$ cat src/rtl/lcd_pkg.sv
// -----------------------------------------------------------------------------
// lcd_pkg
// Shared definitions for the HD44780 bus scheduler: command byte constants,
// scheduler FSM encoding, the 9-bit request entry layout {rs, byte}, and a
// couple of small helpers used for counter sizing and wait selection.
// -----------------------------------------------------------------------------
package lcd_pkg;

  localparam logic [7:0] LCD_CMD_CLEAR    = 8'h01;
  localparam logic [7:0] LCD_CMD_HOME     = 8'h02;
  localparam logic [7:0] LCD_CMD_FUNC_SET = 8'h38;
  localparam logic [7:0] LCD_CMD_DISP_ON  = 8'h0C;
  localparam logic [7:0] LCD_CMD_ENTRY    = 8'h06;
  localparam logic [7:0] LCD_CMD_DDRAM    = 8'h80;
  localparam logic [7:0] LCD_CMD_LINE2    = 8'hC0;

  typedef enum logic [2:0] {
    ST_IDLE,
    ST_SETUP,
    ST_PULSE,
    ST_HOLD,
    ST_WAIT
  } lcd_state_t;

  // One queued transfer: rs=0 command, rs=1 character data.
  typedef struct packed {
    logic       rs;
    logic [7:0] data;
  } lcd_entry_t;

  function automatic int max_int(input int a, input int b);
    return (a > b) ? a : b;
  endfunction

  // Clear/home (and the undocumented 0x03 alias of home) need the long wait.
  function automatic logic is_long_cmd(input lcd_entry_t e);
    return !e.rs && ((e.data == LCD_CMD_CLEAR) || (e.data == LCD_CMD_HOME) ||
                     (e.data == 8'h03));
  endfunction

endpackage

$ cat src/rtl/lcd_cmd_fifo.sv
// -----------------------------------------------------------------------------
// lcd_cmd_fifo
// Synchronous request FIFO of lcd_entry_t, FIFO_DEPTH deep (power of two).
// Head entry is presented combinationally on o_dout so the scheduler can pop
// it into its shadow register in the same cycle it decides to start.
// Ports:
//   clk, reset_n     clock, async active-low reset (empties the FIFO)
//   i_clr            sync clear; overrides push and pop in the same cycle
//   i_push, i_din    write request (ignored when full)
//   i_pop            read request (ignored when empty)
//   o_dout           head entry
//   o_full, o_empty  status from the registered count
//   o_count          number of stored entries
// -----------------------------------------------------------------------------
module lcd_cmd_fifo
  import lcd_pkg::*;
#(
  parameter int FIFO_DEPTH = 8
) (
  input  logic                        clk,
  input  logic                        reset_n,
  input  logic                        i_clr,
  input  logic                        i_push,
  input  lcd_entry_t                  i_din,
  input  logic                        i_pop,
  output lcd_entry_t                  o_dout,
  output logic                        o_full,
  output logic                        o_empty,
  output logic [$clog2(FIFO_DEPTH):0] o_count
);

  localparam int AW = $clog2(FIFO_DEPTH);

  lcd_entry_t      r_mem [FIFO_DEPTH];
  logic [AW-1:0]   r_wr_ptr;
  logic [AW-1:0]   r_rd_ptr;
  logic [AW:0]     r_count;
  logic            w_push_ok;
  logic            w_pop_ok;

  assign o_full    = (r_count == (AW+1)'(FIFO_DEPTH));
  assign o_empty   = (r_count == '0);
  assign o_count   = r_count;
  assign o_dout    = r_mem[r_rd_ptr];
  assign w_push_ok = i_push && !o_full && !i_clr;
  assign w_pop_ok  = i_pop && !o_empty && !i_clr;

  // Storage carries no reset; validity is tracked by the pointers/count.
  always_ff @(posedge clk) begin
    if (w_push_ok) r_mem[r_wr_ptr] <= i_din;
  end

  always_ff @(posedge clk or negedge reset_n) begin
    if (!reset_n) begin
      r_wr_ptr <= '0;
      r_rd_ptr <= '0;
      r_count  <= '0;
    end else if (i_clr) begin
      r_wr_ptr <= '0;
      r_rd_ptr <= '0;
      r_count  <= '0;
    end else begin
      if (w_push_ok) r_wr_ptr <= r_wr_ptr + AW'(1);
      if (w_pop_ok)  r_rd_ptr <= r_rd_ptr + AW'(1);
      case ({w_push_ok, w_pop_ok})
        2'b10:   r_count <= r_count + (AW+1)'(1);
        2'b01:   r_count <= r_count - (AW+1)'(1);
        default: r_count <= r_count;
      endcase
    end
  end

endmodule

$ cat src/rtl/lcd_bus_scheduler.sv
// -----------------------------------------------------------------------------
// lcd_bus_scheduler
// Serialises {RS, byte} requests onto an HD44780 parallel bus with setup,
// E-pulse, hold and execution-wait timing, and tracks the cursor column so
// that line-change commands are inserted automatically at columns 16 and 32.
// Ports:
//   clk, reset_n                  clock, async active-low reset
//   wr_valid/wr_rs/wr_data        request port, accepted when wr_ready
//   wr_ready                      request FIFO not full
//   flush                         sync: drop queued entries and pending insert
//   RS, RW, E, Data_Bus           LCD pins (RW tied low, others registered)
//   busy                          transfer running or work outstanding
//   xfer_done                     1-cycle pulse at the end of each byte's wait
//   cursor_col                    tracked DDRAM position 0..31
// -----------------------------------------------------------------------------
module lcd_bus_scheduler
  import lcd_pkg::*;
#(
  parameter int FIFO_DEPTH    = 8,
  parameter int SETUP_CYC     = 2,
  parameter int E_HIGH_CYC    = 12,
  parameter int HOLD_CYC      = 2,
  parameter int CMD_WAIT_CYC  = 2500,
  parameter int LONG_WAIT_CYC = 100000,
  parameter bit AUTO_WRAP     = 1'b1
) (
  input  logic       clk,
  input  logic       reset_n,
  input  logic       wr_valid,
  input  logic       wr_rs,
  input  logic [7:0] wr_data,
  output logic       wr_ready,
  input  logic       flush,
  output logic       RS,
  output logic       RW,
  output logic       E,
  output logic [7:0] Data_Bus,
  output logic       busy,
  output logic       xfer_done,
  output logic [4:0] cursor_col
);

  localparam int CNT_MAX = max_int(max_int(SETUP_CYC, E_HIGH_CYC),
                                   max_int(HOLD_CYC, max_int(CMD_WAIT_CYC, LONG_WAIT_CYC)));
  localparam int CNT_W   = $clog2(CNT_MAX + 1);

  lcd_state_t                  r_state, w_state_next;
  logic [CNT_W-1:0]            r_cnt, w_cnt_load;
  lcd_entry_t                  r_shadow;
  logic                        r_pending_vld, r_pending_line2;
  logic [4:0]                  r_cursor, w_cursor_next;
  logic                        r_rs, r_e, r_done;
  logic [7:0]                  r_data;
  logic                        w_pop, w_take_insert, w_hold_exit, w_wrap_set;
  lcd_entry_t                  w_push_entry, w_fifo_dout;
  logic                        w_full, w_empty;
  logic [$clog2(FIFO_DEPTH):0] w_fifo_count;

  assign w_push_entry = '{rs: wr_rs, data: wr_data};

  lcd_cmd_fifo #(.FIFO_DEPTH(FIFO_DEPTH)) u_fifo (
    .clk     (clk),
    .reset_n (reset_n),
    .i_clr   (flush),
    .i_push  (wr_valid),
    .i_din   (w_push_entry),
    .i_pop   (w_pop),
    .o_dout  (w_fifo_dout),
    .o_full  (w_full),
    .o_empty (w_empty),
    .o_count (w_fifo_count)
  );

  // Next state, plus the reload value for whichever state is being entered.
  always_comb begin
    w_state_next  = r_state;
    w_pop         = 1'b0;
    w_take_insert = 1'b0;
    w_cnt_load    = '0;
    case (r_state)
      ST_IDLE: begin
        // Nothing starts on a flush edge: the queue and insert vanish with it.
        if (!flush) begin
          if (r_pending_vld) begin
            w_take_insert = 1'b1;
            w_state_next  = ST_SETUP;
          end else if (!w_empty) begin
            w_pop        = 1'b1;
            w_state_next = ST_SETUP;
          end
        end
      end
      ST_SETUP: if (r_cnt == '0) w_state_next = ST_PULSE;
      ST_PULSE: if (r_cnt == '0) w_state_next = ST_HOLD;
      ST_HOLD:  if (r_cnt == '0) w_state_next = ST_WAIT;
      ST_WAIT:  if (r_cnt == '0) w_state_next = ST_IDLE;
      default:  w_state_next = ST_IDLE;
    endcase
    case (w_state_next)
      ST_SETUP: w_cnt_load = CNT_W'(SETUP_CYC - 1);
      ST_PULSE: w_cnt_load = CNT_W'(E_HIGH_CYC - 1);
      ST_HOLD:  w_cnt_load = CNT_W'(HOLD_CYC - 1);
      ST_WAIT:  w_cnt_load = is_long_cmd(r_shadow) ? CNT_W'(LONG_WAIT_CYC - 1)
                                                   : CNT_W'(CMD_WAIT_CYC - 1);
      default:  w_cnt_load = '0;
    endcase
  end

  // Column the LCD's address counter will hold once the current byte executes.
  always_comb begin
    w_cursor_next = r_cursor;
    if (r_shadow.rs) begin
      w_cursor_next = r_cursor + 5'd1;
    end else if ((r_shadow.data == LCD_CMD_CLEAR) || (r_shadow.data == LCD_CMD_HOME)) begin
      w_cursor_next = '0;
    end else if (r_shadow.data[7]) begin
      w_cursor_next = {r_shadow.data[6], r_shadow.data[3:0]};
    end
  end

  assign w_hold_exit = (r_state == ST_HOLD) && (r_cnt == '0);
  assign w_wrap_set  = AUTO_WRAP && w_hold_exit && r_shadow.rs &&
                       ((w_cursor_next == 5'd16) || (w_cursor_next == 5'd0));

  always_ff @(posedge clk or negedge reset_n) begin
    if (!reset_n) r_state <= ST_IDLE;
    else          r_state <= w_state_next;
  end

  always_ff @(posedge clk or negedge reset_n) begin
    if (!reset_n) begin
      r_cnt           <= '0;
      r_shadow        <= '0;
      r_cursor        <= '0;
      r_pending_vld   <= 1'b0;
      r_pending_line2 <= 1'b0;
    end else begin
      if (w_state_next != r_state) r_cnt <= w_cnt_load;
      else if (r_cnt != '0)        r_cnt <= r_cnt - CNT_W'(1);

      if (w_pop)              r_shadow <= w_fifo_dout;
      else if (w_take_insert) r_shadow <= '{rs: 1'b0,
                                            data: r_pending_line2 ? LCD_CMD_LINE2 : LCD_CMD_DDRAM};

      if (w_hold_exit) r_cursor <= w_cursor_next;

      if (flush) begin
        r_pending_vld <= 1'b0;
      end else if (w_wrap_set) begin
        r_pending_vld   <= 1'b1;
        r_pending_line2 <= (w_cursor_next == 5'd16);
      end else if (w_take_insert) begin
        r_pending_vld <= 1'b0;
      end
    end
  end

  // Pins follow the state by one cycle; the bus keeps its value outside SETUP.
  always_ff @(posedge clk or negedge reset_n) begin
    if (!reset_n) begin
      r_rs   <= 1'b0;
      r_data <= '0;
      r_e    <= 1'b0;
      r_done <= 1'b0;
    end else begin
      if (r_state == ST_SETUP) begin
        r_rs   <= r_shadow.rs;
        r_data <= r_shadow.data;
      end
      r_e    <= (r_state == ST_PULSE);
      r_done <= (r_state == ST_WAIT) && (r_cnt == '0);
    end
  end

  assign RS         = r_rs;
  assign RW         = 1'b0;
  assign E          = r_e;
  assign Data_Bus   = r_data;
  assign xfer_done  = r_done;
  assign cursor_col = r_cursor;
  assign wr_ready   = !w_full;
  // A queued line-change insert is outstanding work too.
  assign busy       = (r_state != ST_IDLE) || (w_fifo_count != '0) || r_pending_vld;

endmodule
$ cat config.mk
export PLATFORM = sky130hd
export DESIGN_NAME = lcd_bus_scheduler
export DESIGN_NICKNAME = d
export VERILOG_FILES = /design/src/rtl/lcd_pkg.sv /design/src/rtl/lcd_cmd_fifo.sv /design/src/rtl/lcd_bus_scheduler.sv
export SDC_FILE = /design/constraint.sdc
export NUM_CORES = 1
export LEC_CHECK = 0
export ABC_AREA = 1
export BUFFER_PORTS_ARGS = -buffer_cell sky130_fd_sc_hd__buf_4
export CORE_UTILIZATION = 40
export DETAILED_ROUTE_END_ITERATION = 12
export PLACE_DENSITY = 0.64
export SETUP_SLACK_MARGIN = 0.2
export SKIP_CTS_REPAIR_TIMING = 1
export SLEW_MARGIN = 15
export SYNTH_ARGS = -nofsm -noshare
export SYNTH_HDL_FRONTEND = slang
export SYNTH_SLANG_ARGS = --single-unit
$ cat constraint.sdc
create_clock -name clk -period 3.1 [get_ports clk]
set_clock_uncertainty 0.05 [all_clocks]
set_input_delay 0.155 -clock clk [delete_from_list [all_inputs] [get_ports clk]]
set_output_delay 0.155 -clock clk [all_outputs]
set_load 0.05 [all_outputs]
==> results.cfg <==
[sta]
slew_headroom_pct = 42.5
drv_slew = 0
rsz0062_at_grt = false
min_period_ns = 2.48
worst_slew_pin_slew_ns = 0.860
finalHoldViolations = 0
fin_crit_sh_pct = 80.0
finalSetupViolations = 0
maxClockFrequency_mhz = 403
setup_tns_ns = 0

[route]
num_vias = 4311
firstDrtPassIters = 5
drt_iter0_markers = 299
drc_errors = 0
viasPerCell = 5.21
antenna_left = 0
wire_per_inst_um = 15.4
finalWirelength_um = 12800

[global_route]
grt_overflow = 0
grt_max_degree = 58
antenna_found_initial = 0
track_usage_pct = 18.1
grt_pass1_vias = 4202
grt_first_pass_wirelength_um = 20700

[min_path]
hold_end = u_fifo.r_wr_ptr[2]$_DFFE_PN0P_
hp-start = wr_valid
hold_depth = 3
min_path_type = in2reg

[clocking]
clock_latency_ns = 0.42
cts_made_buffers = 17
root_buffer = clkbuf_16
cts_tree = yes
clock_path_buffers = 2
clkSinkCount = 129
htree_levels = 4
path_clk_slew_ns = 0.06

[synthesis]
ys_seq_area_share_pct = 60.1
synthFlopType = edfxtp_1
ys_warn_count = 0
synth_nets = 602
synthArstFlopShare_pct = 44.2
post_synth_fa_ha_maj_area_fraction_pct = 1.80
synth_compound_area_share_pct = 11.5
yosys.cell_types.count = 47
synth.mux.area_fraction_pct = 0.189
synth_top_family_by_area = simple AND/OR/NAND/NOR gates
synth-xor-area-share_pct = 2.64
postSynthAreaPerCell_um2 = 10.3
syn_area_um2 = 5970
netlist_instances = 581
synth-simple-area-share_pct = 19.1
synth_edf_count = 72
ys_ff_latch = 129

[floorplan]
dieWidth_um = 124
rows = 44
core_area_um2 = 14500
initial_utilization_pct = 41.1
die_y_um = 124
io_pins = 32
die_area_um2 = 15400

[worst_setup_path]
r2r_cells = 13
cp.arrival_ns = 2.73
start_kind = flop
required_ns = 3.34
cp_max_fo = 7
crit_path_end_kind = flop
regToRegSetupSlack_ns = 0.62
crit_type = reg2reg
reg2reg_from = r_state[0]$_DFF_PN0_
r2r-end = u_fifo.o_count[3]$_DFFE_PN0P_

[cells_and_area]
antenna_cells = 0
synthToLayoutAreaGrowth_pct = 18.9
fin_area_um2 = 7090
fillers = 1330
final_nets = 652
fin_util_pct = 48.8
drive_gt1_share_pct = 15.4

[outcome]
status = finished clean

[power_and_ir_drop]
vdd_drop_max_mv = 0.441
powerDensity_nw_per_um2 = 864
p_leak_nw = 2.98

[place]
io_buffers = 30
hpwl_um = 8670
place_congestion = 0.874
dpl-instance-area_um2 = 6400

[flow_run]
cap_violations = 0
## kinds of logic after synthesis
family	count (synthesis)
DFF	129
muxes	1
AOI/OAI and AO/OA	114
and+or+nand+nor	240
buffers and inverters	70
xor gates and xnor gates	18
other	1
adders and majority gates	8
## registers in the layout, summed over array words and instances, names as in the netlist, 3 cells and up
register	count
r_state	3
u_fifo.r_rd_ptr	3
u_fifo.r_mem	72
Data_Bus	8
cursor_col	5
u_fifo.o_count	4
r_cnt	17
u_fifo.r_wr_ptr	3
r_shadow	9
## placed cells by master, fill, tap and decap left out, drive strengths merged, types with 2 or more instances in the layout
| cell type | netlist | final |
|---|---|---|
| o22ai | 4 | 4 |
| nand2 | 116 | 116 |
| dfrtp | 57 | 57 |
| edfxtp | 72 | 72 |
| ha | 7 | 7 |
| xor2 | 13 | 13 |
| bufinv | 0 | 2 |
| nor2 | 72 | 72 |
| nand3 | 32 | 32 |
| buf | 5 | 36 |
| clkinvlp | 0 | 2 |
| nand4 | 7 | 7 |
| a221o | 2 | 2 |
| nor3 | 10 | 10 |
| o21a | 2 | 2 |
| a21oi | 14 | 14 |
| xnor2 | 5 | 5 |
| clkinv | 1 | 8 |
| inv | 53 | 57 |
| a211oi | 2 | 2 |
| dlygate4sd3 | 0 | 11 |
| o21ai | 69 | 69 |
| o221ai | 15 | 15 |
| clkbuf | 11 | 17 |
## routing by layer
layer / part of all wire [%] / up-vias / global-route usage (%)
met5: 0 / - / 0
met1: 46 / 2098 / 23.0
met4: 2.6 / 0 / 8.48
met2: 48 / 89 / 28.9
li1: - / 2100 / -
met3: 3.8 / 24 / 4.40
## synth_stat cells (2+ instances only)
cell	n	area [um2]
edfxtp_1	72	2160
a221o_1	2	20.0
xnor2_1	5	43.8
nand2_8	2	40.0
o21a_1	2	15.0
nand2_4	5	56.3
o22ai_1	4	25.0
inv_1	48	180
buf_2	3	15.0
nor2_2	4	25.0
ha_1	7	87.6
nor2_1	63	236
a21oi_1	13	65.1
dfrtp_1	57	1430
inv_2	4	15.0
xor2_1	13	114
nand3_2	3	30.0
nand2_2	3	18.8
clkbuf_1	11	41.3
o21ai_0	67	335
o21ai_1	2	10.0
nor2_4	4	45.0
a211oi_1	2	15.0
nand4_1	7	43.8
nand2_1	106	398
nand3_1	28	140
nor3_1	10	50.1
o221ai_1	15	131
## per-stage QoR
step	setup slack, ns	power (mW)	std cells	hold slack, ns
6_report	0.619	6.13	828	0.0236
5_1_grt	0.353	6.49	828	0.0269
4_1_cts	0.619	6.17	817	-0.233
3_5_place_dp	0.634	4.20	785	0.215
3_3_place_gp	0.780	4.16	785	0.203
2_1_floorplan	0.536	3.72	581	-0.191
## power breakdown
part | leakage (nW) | total (mW) | internal, mW | switching [mW]
clock network | 0.282 | 1.96 | 1.19 | 0.767
logic | 1.32 | 1.83 | 0.620 | 1.21
registers | 1.38 | 2.34 | 2.10 | 0.243
## worst max-delay path by stage
stage	start	end	slack, ns	depth (start not counted)
2_1_floorplan	u_fifo.o_count[0]$_DFFE_PN0P_	u_fifo.o_count[3]$_DFFE_PN0P_	0.54	13
3_5_place_dp	r_state[0]$_DFF_PN0_	u_fifo.o_count[3]$_DFFE_PN0P_	0.63	13
4_1_cts	r_state[0]$_DFF_PN0_	u_fifo.o_count[3]$_DFFE_PN0P_	0.62	13
5_1_grt	r_state[0]$_DFF_PN0_	u_fifo.o_count[3]$_DFFE_PN0P_	0.35	13
3_3_place_gp	r_state[0]$_DFF_PN0_	u_fifo.o_count[3]$_DFFE_PN0P_	0.78	13
6_report	r_state[0]$_DFF_PN0_	u_fifo.o_count[3]$_DFFE_PN0P_	0.62	13
## layout make-up
type | instances | area [um2] | share of cell area [%]
clock inverter | 15 | 159 | 2.24
timing repair buffer | 47 | 380 | 5.36
clock buffer | 17 | 425 | 6.00
tap | 184 | 230 | 3.25
sequential | 129 | 3590 | 50.6
multi-input combinational | 382 | 2110 | 29.7
inverter | 54 | 205 | 2.89
## critical path, stage by stage (launching register included)
cell and delay, ns:
dfrtp_1 0.49, inv_4 0.16, nand2_1 0.10, inv_1 0.08
nand4_1 0.18, inv_1 0.12, nand2_1 0.10, inv_1 0.13
ha_1 0.28, a21oi_1 0.16, nand2_1 0.08, xor2_1 0.18
xor2_1 0.17, o22ai_1 0.09
(Power assumes the default switching activity.)
